`src/rtl/qm_scoreboard.sv`:
```
// qm_scoreboard: per-register write-pending scoreboard with decode stall and drain handshake
module qm_scoreboard #(
  parameter int MAX_PENDING = 3
) (
  input  logic       clk,
  input  logic       reset_n,
  input  logic [4:0] di_RS,
  input  logic [4:0] di_RT,
  input  logic [4:0] di_WA,
  input  logic       ci_UsesRS,
  input  logic       ci_UsesRT,
  input  logic       ci_WritesReg,
  input  logic       ci_Issue,
  input  logic [4:0] di_RetireWA,
  input  logic       ci_RetireValid,
  input  logic       ci_Drain,
  output logic       co_Stall,
  output logic       co_IssueAccept,
  output logic       co_Busy,
  output logic       co_Drained,
  output logic       co_Underflow
);
  typedef enum logic [1:0] {RUN, DRAIN, HOLD} state_t;
  state_t state;
  logic [1:0] pend [32];
  logic [6:0] total;
  logic haz, block, inc, dec, uf_evt;
  always_comb begin
    haz = (ci_UsesRS & |pend[di_RS]) | (ci_UsesRT & |pend[di_RT]) |
          (ci_WritesReg & |di_WA & (pend[di_WA] == 2'(MAX_PENDING)));
    block = haz | (state != RUN) | ci_Drain;
    co_Stall = reset_n & ci_Issue & block;
    co_IssueAccept = reset_n & ci_Issue & ~block;
    co_Busy = |total;
    inc = co_IssueAccept & ci_WritesReg & |di_WA;
    dec = ci_RetireValid & |di_RetireWA & |pend[di_RetireWA];
    uf_evt = ci_RetireValid & |di_RetireWA & ~|pend[di_RetireWA];
  end
  // pend[0] is only ever reset, so register 0 always reads as idle
  always_ff @(posedge clk or negedge reset_n) begin
    if (!reset_n) begin
      for (int i = 0; i < 32; i++) pend[i] <= '0;
      total <= '0;
      state <= RUN;
      co_Drained <= 1'b0;
      co_Underflow <= 1'b0;
    end else begin
      for (int i = 1; i < 32; i++)
        pend[i] <= pend[i] + 2'(inc && di_WA == 5'(i)) - 2'(dec && di_RetireWA == 5'(i));
      total <= total + 7'(inc) - 7'(dec);
      co_Underflow <= co_Underflow | uf_evt;
      case (state)
        RUN: state <= ci_Drain ? DRAIN : RUN;
        DRAIN: state <= !ci_Drain ? RUN : (total == 0) ? HOLD : DRAIN;
        default: state <= ci_Drain ? HOLD : RUN;
      endcase
      co_Drained <= ci_Drain & ((state == HOLD) | (state == DRAIN & total == 0));
    end
  end
endmodule

```
`config.mk`:
```
export PLATFORM = sky130hd
export DESIGN_NAME = qm_scoreboard
export DESIGN_NICKNAME = d
export VERILOG_FILES = /design/src/rtl/qm_scoreboard.sv
export SDC_FILE = /design/constraint.sdc
export NUM_CORES = 1
export LEC_CHECK = 0
export CAP_MARGIN = 20
export CORE_AREA = 3 3 106 108
export CTS_CLUSTER_DIAMETER = 60
export DETAILED_ROUTE_END_ITERATION = 6
export DIE_AREA = 0 0 109 111
export PLACE_DENSITY_LB_ADDON = 0.08
export RECOVER_POWER = 25
export SLEW_MARGIN = 20
export SYNTH_ARGS = -nofsm -noshare
export SYNTH_HDL_FRONTEND = slang
export SYNTH_SLANG_ARGS = --single-unit
```
`constraint.sdc`:
```
create_clock -name clk -period 6.7 [get_ports clk]
set_clock_uncertainty 0.1 [all_clocks]
set_input_delay 1.34 -clock clk [delete_from_list [all_inputs] [get_ports clk]]
set_output_delay 1.34 -clock clk [all_outputs]
set_load 0.02 [all_outputs]
```
### After elaboration in Yosys (flattened, before gate mapping)

Index checks and enable logic that the tools add are counted.

| cells by class | value |
|---|---|
| bitwise operators | 25 |
| add/subtract/negate cells | 64 |
| reductions and logical operators | 72 |
| magnitude comparators | 4 |
| eq/ne operators | 65 |
| mux-type cells | 17 |

Operator list:

| cell | number |
|---|---|
| == test 5 bit (second input constant) | 32 |
| == test 5 x 4 -> 1 bit (second input constant) | 16 |
| adder 2 x 1 -> 2 bit | 31 |
| logical AND 1 bit | 62 |
| subtractor 2 x 1 -> 2 bit | 31 |
| binary-select mux 2 bit (select 5 bit) | 4 |
| == test 5 x 3 -> 1 bit (second input constant) | 8 |
| >= comparator 6 bit (second input constant) | 4 |
| NOT 5 -> 6 bit | 4 |
| 2-to-1 mux 2 bit | 11 |
| == test 5 x 2 -> 1 bit (second input constant) | 4 |
| bitwise AND 1 bit | 14 |
| == test 5 x 1 -> 1 bit (second input constant) | 2 |
| OR reduction 5 bit | 2 |
| adder 7 x 1 -> 7 bit | 1 |
| logical NOT 7 bit | 1 |
| OR reduction 7 bit | 1 |
| subtractor 7 x 1 -> 7 bit | 1 |
| OR 1 bit | 6 |
| OR reduction 2 bit | 3 |
| == test 2 bit (second input constant) | 2 |
| case mux 2 bit (2 select lines) | 1 |
| == test 2 x 1 -> 1 bit (second input constant) | 1 |
| logical NOT 2 bit | 1 |
| 4 further kinds | 4 |

| word-level totals | value |
|---|---|
| output and inout bits | 5 |
| bits in registers | 73 |
| word-level logic and storage cells | 282 |
| input bits | 28 |

### Longest topological paths before layout

| logic depth | value |
|---|---|
| depth in word-level cells | 17 |
| gate-level depth with buffers | 19 |
| depth with buffers taken out | 17 |

### Worst setup path after synthesis

Ideal clock, no wire load.

| timing | value |
|---|---|
| path kind | input port to flip-flop |
| from | input port di_RT[0] |
| to | register total[6] |
| required time | 6.520 ns |
| path buffers | 1 |
| path slack | 1.555 ns |
| data arrival time | 4.965 ns |
| stages | 18 |
| cell sequence | buf_2 > nand2b_1 > a211oi_1 > nor4_1 > o32ai_1 > a2111o_1 > nor4_1 > nand3_1 > ha_1 > inv_1 > ha_1 > fa_1 > a21oi_1 > nor2_1 > o21ai_0 > a21oi_1 > nor2_1 > xnor2_1 |

| on the way | value |
|---|---|
| word-level cells in the longest chain between the ends | 16 |

Ends and longest elaborated chain:

| what | line | text |
|---|---|---|
| start, declared | 8 | `input logic [4:0] di_RT,` |
| NOT 5 -> 6 bit (implied by the code) | 29 | `haz = (ci_UsesRS & \|pend[di_RS]) \| (ci_UsesRT & \|pend[di_RT]) \|` |
| binary-select mux 2 bit (select 5 bit) | 29 |  |
| 2-to-1 mux 2 bit (implied by the code) (2 in a row) | 29 |  |
| OR reduction 2 bit | 29 |  |
| bitwise AND 1 bit | 29 |  |
| OR 1 bit (2 in a row) | 29 |  |
| OR 1 bit (2 in a row) | 31 | `block = haz \| (state != RUN) \| ci_Drain;` |
| NOT 1 bit | 33 | `co_IssueAccept = reset_n & ci_Issue & ~block;` |
| bitwise AND 1 bit | 33 |  |
| net co_IssueAccept | 18 | `output logic co_IssueAccept,` |
| bitwise AND 1 bit (2 in a row) | 35 | `inc = co_IssueAccept & ci_WritesReg & \|di_WA;` |
| adder 7 x 1 -> 7 bit | 50 | `total <= total + 7'(inc) - 7'(dec);` |
| subtractor 7 x 1 -> 7 bit | 50 |  |
| end signal, assigned | 50 |  |
| end, declared | 26 | `logic [6:0] total;` |

The timed path passes the listed nets, and every way through them passes these cells. The select of a mux whose other input is x is not followed.

### Worst setup path after layout

| timing | value |
|---|---|
| from | input port di_RT[1] |
| to | output port co_IssueAccept |

| on the way | value |
|---|---|
| word-level cells in the longest chain between the ends | 12 |

Ends and longest elaborated chain:

| what | line |
|---|---|
| NOT 5 -> 6 bit (implied by the code) | 29 |
| binary-select mux 2 bit (select 5 bit) | 29 |
| 2-to-1 mux 2 bit (implied by the code) (2 in a row) | 29 |
| OR reduction 2 bit | 29 |
| bitwise AND 1 bit | 29 |
| OR 1 bit (2 in a row) | 29 |
| OR 1 bit (2 in a row) | 31 |
| NOT 1 bit | 33 |
| bitwise AND 1 bit | 33 |
| end, declared | 18 |

No other way between the ends. The select of a mux whose other input is x is not followed.

==> results.py <==
metrics = {
    "logic_synthesis": {
        "syn-instance-count": 606,
        "post_synth_num_cell_types": 61,
        "warnings_synthesis": 2,
        "synth_edf_count": 0,
        "ys_dominant_reg_cell": "dfrtp_1",
        "syn_avg_cell_area_sq_um": 9.43,
        "ys_seq_elements": 73,
        "postSynth.asyncResetShare": 1.00,
        "yosysSeqAreaShare": 0.320,
        "synth_area_sq_um": 5710,
        "synth.net_count": 706,
    },
    "timing": {
        "final_hold_slack_ns": 0.366,
        "slew-limit-headroom": -1.72,
        "slew_violations": 74,
        "setup-tns-final_ns": 0,
        "post-route-period-util": 0.915,
        "tightestPinTransition_ns": 4.08,
        "rsz0062_at_grt": "false",
        "setup_violations": 0,
        "hold_viol_final": 0,
        "final_critical_path_setup_slack_ns": 0.568,
        "post-route-min-period_ns": 6.13,
        "max_freq_ghz": 0.163,
    },
    "worst_setup_path": {
        "critical-path-slowest-cell": "clkdlybuf4s50_1",
        "cp_max_fo": 21,
        "slowest_delay_ns": 0.76,
        "kind_of_end_point_of_the_critical_path": "primary output",
        "worst-endpoint-arrival_ns": 4.69,
        "critPathTopFamily": "buffers and inverters",
        "cp_cell_sequence": "clkdlybuf4s50_1 -> nor3_1 -> a211oi_1 -> nor4_1 -> o32ai_1 -> a2111o_1 -> nor4_1 -> clkdlybuf4s50_1",
        "criticalPathCategory": "primary input to primary output",
        "setup.reg_to_reg.worst_slack_ns": 2.36,
        "worst_r2r_path_depth": 17,
        "critical_path.n_buffers_inverters": 2,
        "r2r-start": "pend[0]$_DFF_PN0_",
        "timing.critical_path.from_type": "primary input",
        "required_time_of_the_critical_path_ns": 5.26,
        "critical_path.reg2reg.endpoint": "total[6]$_DFF_PN0_",
    },
    "clock_tree": {
        "cts_max_path_buffers": 2,
        "post_cts.resized_instances": 0,
        "clock_tree_from_tritoncts": "built",
        "post_cts.repair.setup_buffers": 0,
        "path_clk_slew_ns": 0.07,
        "htree_num_levels": 3,
        "insertion_delay_ns": 0.37,
        "root_buffer": "clkbuf_8",
        "clock_sink_total": 73,
        "hold_buffers": 0,
        "numCtsBuffers": 9,
    },
    "placement": {
        "pre_cts_ws_ns": 0.638,
        "io_buffers": 32,
        "detailed_place.area_sq_um": 6100,
        "dp_hpwl_um": 11500,
        "place_inst": 755,
        "finalWeightedCongestion": 0.967,
    },
    "routing": {
        "first_iter_violations": 357,
        "wl_per_cell_um": 19.8,
        "via_count": 4702,
        "post_drt_via_cell_ratio": 6.10,
        "route.antenna.remaining_nets": 0,
        "detailedRoute.firstPassIterationCount": 5,
        "routed_wirelength_um": 15300,
        "detail_route.drc_violations": 0,
    },
    "layout": {
        "finish.cell_count_without_fillers": 771,
        "mostFrequentLayoutCells": "dfrtp_1, ha_1, xnor2_1",
        "area_growth_pct": 10.2,
        "n_antenna_cell": 0,
        "fillCellCount": 901,
        "layout_commonest_cell": "dfrtp_1",
        "finish.utilization": 0.610,
        "seq_area_sq_um": 1830,
        "final_instance_area_sq_um": 6300,
        "drive_gt1_frac": 0.0803,
        "multi_input_comb_area_sq_um": 3530,
        "layout.nets": 730,
    },
    "die": {
        "placeableCoreArea_sq_um": 10300,
        "height_of_the_chip_um": 111,
        "die-area_sq_um": 12100,
        "initial_core_util": 0.554,
        "top_level_i_o_count": 33,
        "die_width_um": 109,
        "fp-row-count": 37,
    },
    "job": {
        "max_cap_violations": 1,
    },
    "global_route": {
        "grt_pass1_wl_um": 25000,
        "grt_max_degree": 74,
        "first_global_vias": 4682,
        "grt_util_all_layers": 0.267,
        "grt_antenna_before_repair": 0,
        "gr-total-overflow": 0,
    },
    "min_path": {
        "hold_class": "register to register",
        "timing.hold.worst_endpoint": "co_Underflow$_DFF_PN0_",
        "timing.hold.worst.start": "co_Underflow$_DFF_PN0_",
        "hold_path_depth": 1,
    },
    "power_and_ir_drop": {
        "power.static_leakage_nw": 2.79,
        "combinationalPowerShare": 0.386,
        "power.density_nw_per_um2": 314,
        "p_total_mw": 1.98,
        "share_of_total_power_in_sequential_cells": 0.422,
        "p_sw_mw": 0.801,
        "cell_internal_pwr_mw": 1.18,
        "swShare": 0.405,
        "vdd.ir_drop.worst_v": 0.000219,
        "power.share.clock": 0.192,
    },
    "outcome": {
        "violations": "capacitance limit, slew limit",
        "status": "finished with violations",
    },
}
## power by group through the flow
stage	clock [mW]	combinational, mW	sequential (mW)
floorplan	0	0.557	0.780
global placement	0	0.734	0.832
detailed placement	0	0.755	0.839
CTS	0.387	0.761	0.831
global route	0.404	0.850	0.859
finish	0.380	0.763	0.835
## worst max path at each step
stage,startpoint,end,slack (ns),cells past startpoint
2_1_floorplan,di_RT[0],total[6]$_DFF_PN0_,1.56,18
3_3_place_gp,di_RT[1],co_IssueAccept,0.66,7
3_5_place_dp,di_RT[1],co_IssueAccept,0.64,7
4_1_cts,di_RT[1],co_IssueAccept,0.61,7
5_1_grt,di_RT[1],co_IssueAccept,0.31,8
6_report,di_RT[1],co_IssueAccept,0.57,8
## cell usage after synthesis (all sizes together) (4+ instances only)
cell / count / area share
a21oi: 15 / 0.013
nand2b: 10 / 0.011
nand2: 29 / 0.019
ha: 71 / 0.16
clkbuf: 9 / 0.0059
o21ai: 15 / 0.013
buf: 21 / 0.027
xnor2: 65 / 0.10
nand3b: 4 / 0.0053
nor3: 43 / 0.043
or3: 5 / 0.0055
nand4b: 8 / 0.012
nor2b: 4 / 0.0044
mux4: 11 / 0.043
nand3: 30 / 0.026
nor4: 14 / 0.018
nand4: 9 / 0.0099
dfrtp: 73 / 0.32
a211oi: 14 / 0.018
o211ai: 5 / 0.0066
nor2: 60 / 0.039
inv: 46 / 0.030
## cell families after synthesis
logic type / count (synthesis) / synth area share
fa+ha+maj: 72 / 0.159
buf+inv: 76 / 0.0633
mux: 14 / 0.0493
compound gates: 80 / 0.101
simple gates: 223 / 0.204
xor+xnor: 68 / 0.104
flops: 73 / 0.320
## metal layers
metal,global-route usage,part of all wire
met2,0.388,0.44
met3,0.0547,0.090
met5,0,0
met4,0.0909,0.020
met1,0.394,0.45
## sequential cells by signal, summed over array words and instances (netlist names)
signal and count:
pend 62, co_Drained 1, co_Underflow 1, total 7, state 2
## area by class of cell
type	instances	area share
clock buffer	14	0.0274
clock inverter	2	0.00556
inverter	46	0.0274
multi-input combinational	457	0.560
sequential	73	0.290
tap	136	0.0270
timing repair buffer	43	0.0624
No activity file was read; power rests on OpenSTA's default activity.
==> RTL edit 1, RTL diff (config.mk and constraints unchanged) <==
Make the reset (`reset_n`) synchronous in one clocked block.
--- a/src/rtl/qm_scoreboard.sv
+++ b/src/rtl/qm_scoreboard.sv
@@ -39,3 +39,3 @@
   // pend[0] is only ever reset, so register 0 always reads as idle
-  always_ff @(posedge clk or negedge reset_n) begin
+  always_ff @(posedge clk) begin
     if (!reset_n) begin
Behaviour: not the same (Yosys sat finds a counterexample within 4 cycles, from zero or initial values and one cycle with reset_n low; the reset may be asserted at any time).
==> RTL edit 1 against the original RTL <==
  * The flow still finishes with violations (max-capacitance violations, max-slew violations)
  * Design area up 6.2%
  * Critical path depth unchanged
  * Sequential cell count unchanged
  * First-iteration DRC count up 21%
  * Synthesized area up 9.6%
  * Worst setup slack worse by 0.060 ns
  * Non-clock buffer count down 5
  * Routed wire length up 8.4%
  * Core utilization up 3.8 points
Power is not compared: it rests on default switching activity, and its combinational part moved more than twofold at a synthesized area within 25%.
==> RTL edit 1: results (changes against the original RTL) <==
stage	metric	value	unit	change
run_status	outcome	finished, violations left		
run_status	violations	max-capacitance violations, max-slew violations		
synth	postSynth.asyncResetShare	0		-1.00
final_layout	fill_cells	903		+0.22%
route	drt_iter0_markers	433		+21%
worst_hold_path	hold_start	state[1]		
route	dr_wl_met2	7.56	mm	+12%
synth	yosysTopAreaCellShare	0.233		-0.0863
clock_network	postCtsSetupBuffers	0		unchanged
worst_setup_path	r2r-end	total[6]		
sta	drv_slew	107		+45%
route	vias	5228		+11%
worst_setup_path	slowest_delay	0.96	ns	+0.20 ns
sta	slew_headroom	-0.653		+1.07
synth	synthTopCellsByArea	dfxtp_1 23%, ha_1 14%, xnor2_1 8.8%		
worst_setup_path	r2r-start	pend[27][0]		
global_route	grt_pass1_wl	26.3	mm	+5.5%
route	top_layer	met4		
global_route	grt_util_all_layers	0.285		+0.0182
sta	finalWorstSetupSlack	0.507	ns	-0.0602 ns
worst_setup_path	critPathLaunch	di_WA[0]		
placed_design	gp_congestion	0.958		-0.93%
worst_hold_path	min_to	co_Drained		
job	drv_cap	2		+1
synth	synth_nets	818		+16%
global_route	grt_max_degree	75		+1.4%
global_route	first_global_vias	4993		+6.6%
power_and_ir_drop	combinationalPower	0.297	mW	
worst_setup_path	endpoint	co_Stall		
global_route	use_met2	0.439		+0.0516
route	wl_met3	1.38	mm	+0.51%
final_layout	layout.nets	830		+14%
synth	synth_cells	718		+18%
worst_setup_path	r2r_cells	16		-1
synth	ys.flop_type	dfxtp_1		
route	drt-met1-wl	6.97	mm	+2.2%
worst_setup_path	slowest_stage	dlygate4sd3_1		
placed_design	placed_cells	855		+13%
route	wirelength	16.5	mm	+8.4%
placed_design	place_area	6550	sq um	+7.4%
global_route	antenna_found_initial	0		unchanged
synth	synth_common_cells	79 x inv_1, 73 x and2_1, 73 x dfxtp_1		
clock_network	cts.htree.levels	3		unchanged
worst_setup_path	r2r_slack	2.47	ns	+0.11 ns
final_layout	drive_above_1_share	0.0952		+0.0149
worst_setup_path	crit_arrival	4.75	ns	+0.06 ns
placed_design	pre_cts_ws	0.469	ns	-0.169 ns
global_route	grt_use_met1	0.384		-0.00968
route	wl_per_cell	19.0	um	-4.0%
sta	whs	0.366	ns	+0.000143 ns
synth	ys_seq_area_frac	0.233		-0.0863
synth	ys_warn_count	0		-2
placed_design	dp_hpwl	12.4	mm	+8.0%
## RTL edit 1: changes by cell type in the layout (fill, tap and decap cells not counted), sizes merged, moves of 25 or more
cell   delta
dfxtp    +73
nand2    +33
inv      +37
and2     +72
nand3    -25
dfrtp    -73
## RTL edit 1: cell type report
class | instances | area, sq um | share of cell area
clock inverters | 3 | 40.0 | 0.00599
inverters | 83 | 312 | 0.0466
repair buffers | 38 | 349 | 0.0522
clock buffers | 13 | 149 | 0.0223
well taps | 136 | 170 | 0.0254
multi-input cells | 525 | 4210 | 0.629
flip-flops and latches | 73 | 1460 | 0.218
## RTL edit 1: cell families (layout without fill, tap and decap cells)
kind of cell	count (synthesis)	after routing	share of synthesized area
fa+ha+maj	72	72	0.145
mux	28	28	0.0947
buf+inv	120	137	0.0899
simple gates	300	300	0.277
flops	73	73	0.233
xor+xnor	67	67	0.0937
compound gates	58	58	0.0657
==> RTL edit 2, RTL diff (same flow settings) <==
Without the edit above. Put one more register stage on the output `co_Underflow`. The value now appears one clock later. The other outputs are not delayed to match.
--- a/src/rtl/qm_scoreboard.sv
+++ b/src/rtl/qm_scoreboard.sv
@@ -23,2 +23,4 @@
   typedef enum logic [1:0] {RUN, DRAIN, HOLD} state_t;
+
+  logic co_Underflow_s0;
   state_t state;
@@ -45,3 +47,3 @@
       co_Drained <= 1'b0;
-      co_Underflow <= 1'b0;
+      co_Underflow_s0 <= 1'b0;
     end else begin
@@ -50,3 +52,3 @@
       total <= total + 7'(inc) - 7'(dec);
-      co_Underflow <= co_Underflow | uf_evt;
+      co_Underflow_s0 <= co_Underflow_s0 | uf_evt;
       case (state)
@@ -59,2 +61,6 @@
   end
+  always_ff @(posedge clk) begin
+    co_Underflow <= co_Underflow_s0;
+  end
+
 endmodule
Formal check against the unedited RTL: not equivalent (a bounded check fails within 4 cycles, from zero or initial values and one cycle with reset_n low).
==> RTL edit 2 against the original RTL <==
  * The run ends with design-rule violations, max-capacitance violations, max-slew violations left
  * Power rose by 0.11%
  * Synthesized area is 0.35% higher
  * Routed wire length grew 1.0%
  * Sequential cell count is 1 higher
  * Largest power group unchanged
  * Critical path depth stayed put
  * Via count is 1.4% higher
  * Maximum frequency up 0.56%
  * Worst setup slack improved by 0.034 ns
  * Design area stayed put
  * Die area is the same
==> RTL edit 2: results (changes against the original RTL) <==
stage	metric	value	unit	change
global_route	first_global_vias	4568		-2.4%
placed_design	dp_hpwl	11.8	mm	+2.6%
run_status	outcome	finished, violations left		
global_route	grt_max_degree	40		-46%
route	wl_met3	1.49	mm	+8.7%
global_route	grt_util_all_layers	0.272		+0.00516
worst_setup_path	slowest_delay	0.79	ns	+0.03 ns
clock_network	clock_latency	0.38	ns	
final_layout	layout.nets	729		-0.14%
final_layout	area_growth	9.80	%	
route	vias	4770		+1.4%
clock_network	cts_resized	0		unchanged
route	dr.pass1.iters	7		+2
route	drt_iter0_markers	476		+33%
route	route.detailed.drc	58		+58
power_and_ir_drop	swShare	0.409		+0.00439
placed_design	gp_congestion	0.976		+0.94%
synth	synth_nets	707		+0.14%
sta	drv_slew	40		-46%
clock_network	cts_made_buffers	9		unchanged
run_status	violations	design-rule violations, max-capacitance violations, max-slew violations		
global_route	grt_pass1_wl	25.1	mm	+0.58%
synth	synthTopCellsByArea	dfrtp_1 32%, ha_1 15%, xnor2_1 9.9%		
power_and_ir_drop	p_leak	2.79	nW	about the same
synth	synth_common_cells	73 x dfrtp_1, 71 x ha_1, 65 x xnor2_1		
sta	slew_headroom	-0.524		+1.19
worst_setup_path	r2r_slack	2.37	ns	
power_and_ir_drop	peakVddDrop	0.238	mV	+8.2%
route	dr_wl_met2	6.87	mm	+1.5%
worst_setup_path	path_max_fanout	21		unchanged
route	wl_per_cell	20.0	um	+1.2%
synth	ys_seq_area_frac	0.322		+0.00238
worst_setup_path	crit_arrival	4.66	ns	-0.03 ns
synth	postSynth.asyncResetShare	0.986		-0.0135
final_layout	fill_cells	927		+2.9%
placed_design	pre_cts_ws	0.647	ns	+0.00976 ns
synth	synth_cell_type_count	62		+1.6%
job	drv_cap	1		unchanged
sta	max_freq	164	MHz	+0.56%
route	drt-met1-wl	6.69	mm	-1.9%
final_layout	drive_above_1_share	0.0789		-0.00145
placed_design	place_area	6100	sq um	about the same
## RTL edit 2: changes by cell type after synthesis
| cell | before | now |
|---|---|---|
| dfxtp_1 | 0 | 1 |
## RTL edit 2: worst max-delay path: cells and delay by family
family	cells	cell delay [ns]
AOI/OAI and AO/OA	3	0.73
buffers and inverters	2	1.50
and+or+nand+nor	3	1.09
## RTL edit 2: cell families after synthesis
group | after synthesis | synth area share
multiplexers | 14 | 0.0491
buffers and inverters | 76 | 0.0631
AO/OA/AOI/OAI | 80 | 0.101
XOR/XNOR | 68 | 0.104
flip-flops | 74 | 0.322
AND/OR/NAND/NOR | 223 | 0.203
adder cells (fa/ha/maj) | 72 | 0.158
## RTL edit 2: path summary, 6_finish.rpt
| kind | from | endpoint | cells past startpoint |
|---|---|---|---|
| max in group asynchronous | reset_n | pend[50] | 2 |
| hold / removal | co_Underflow_s0 | co_Underflow | 0 |
| setup reg to reg | pend[55] | total[6] | 17 |
| min in group asynchronous | reset_n | pend[30] | 1 |
| setup / recovery | di_RT[1] | co_IssueAccept | 8 |
| hold reg to reg | co_Underflow_s0 | co_Underflow | 0 |
## RTL edit 2: power groups by stage
| stage | sequential (mW) | combinational [mW] | clock, mW |
|---|---|---|---|
| floorplan | 0.786 | 0.557 | 0 |
| global placement | 0.847 | 0.726 | 0 |
| detailed placement | 0.850 | 0.747 | 0 |
| CTS | 0.842 | 0.755 | 0.376 |
| global route | 0.875 | 0.841 | 0.392 |
| finish | 0.851 | 0.761 | 0.368 |
## RTL edit 2: cell type report
cell class	instances	share of cell area
clock buffers	13	0.0252
clock inverters	3	0.00636
inverters	46	0.0274
multi-input cells	457	0.560
flip-flops and latches	74	0.293
well taps	136	0.0270
repair buffers	41	0.0606
## RTL edit 2: per-stage QoR
step	std cells	hold WS, ns
6_report	770	0.281
5_1_grt	770	0.288
4_1_cts	770	0.285
3_5_place_dp	754	0.267
3_3_place_gp	754	0.264
2_1_floorplan	607	0.249
## RTL edit 2: metal layers
metal / global-route usage / vias up
li1: - / 2214
met1: 0.391 / 2268
met2: 0.399 / 254
met3: 0.0716 / 34
met4: 0.0859 / 0
met5: 0 / -
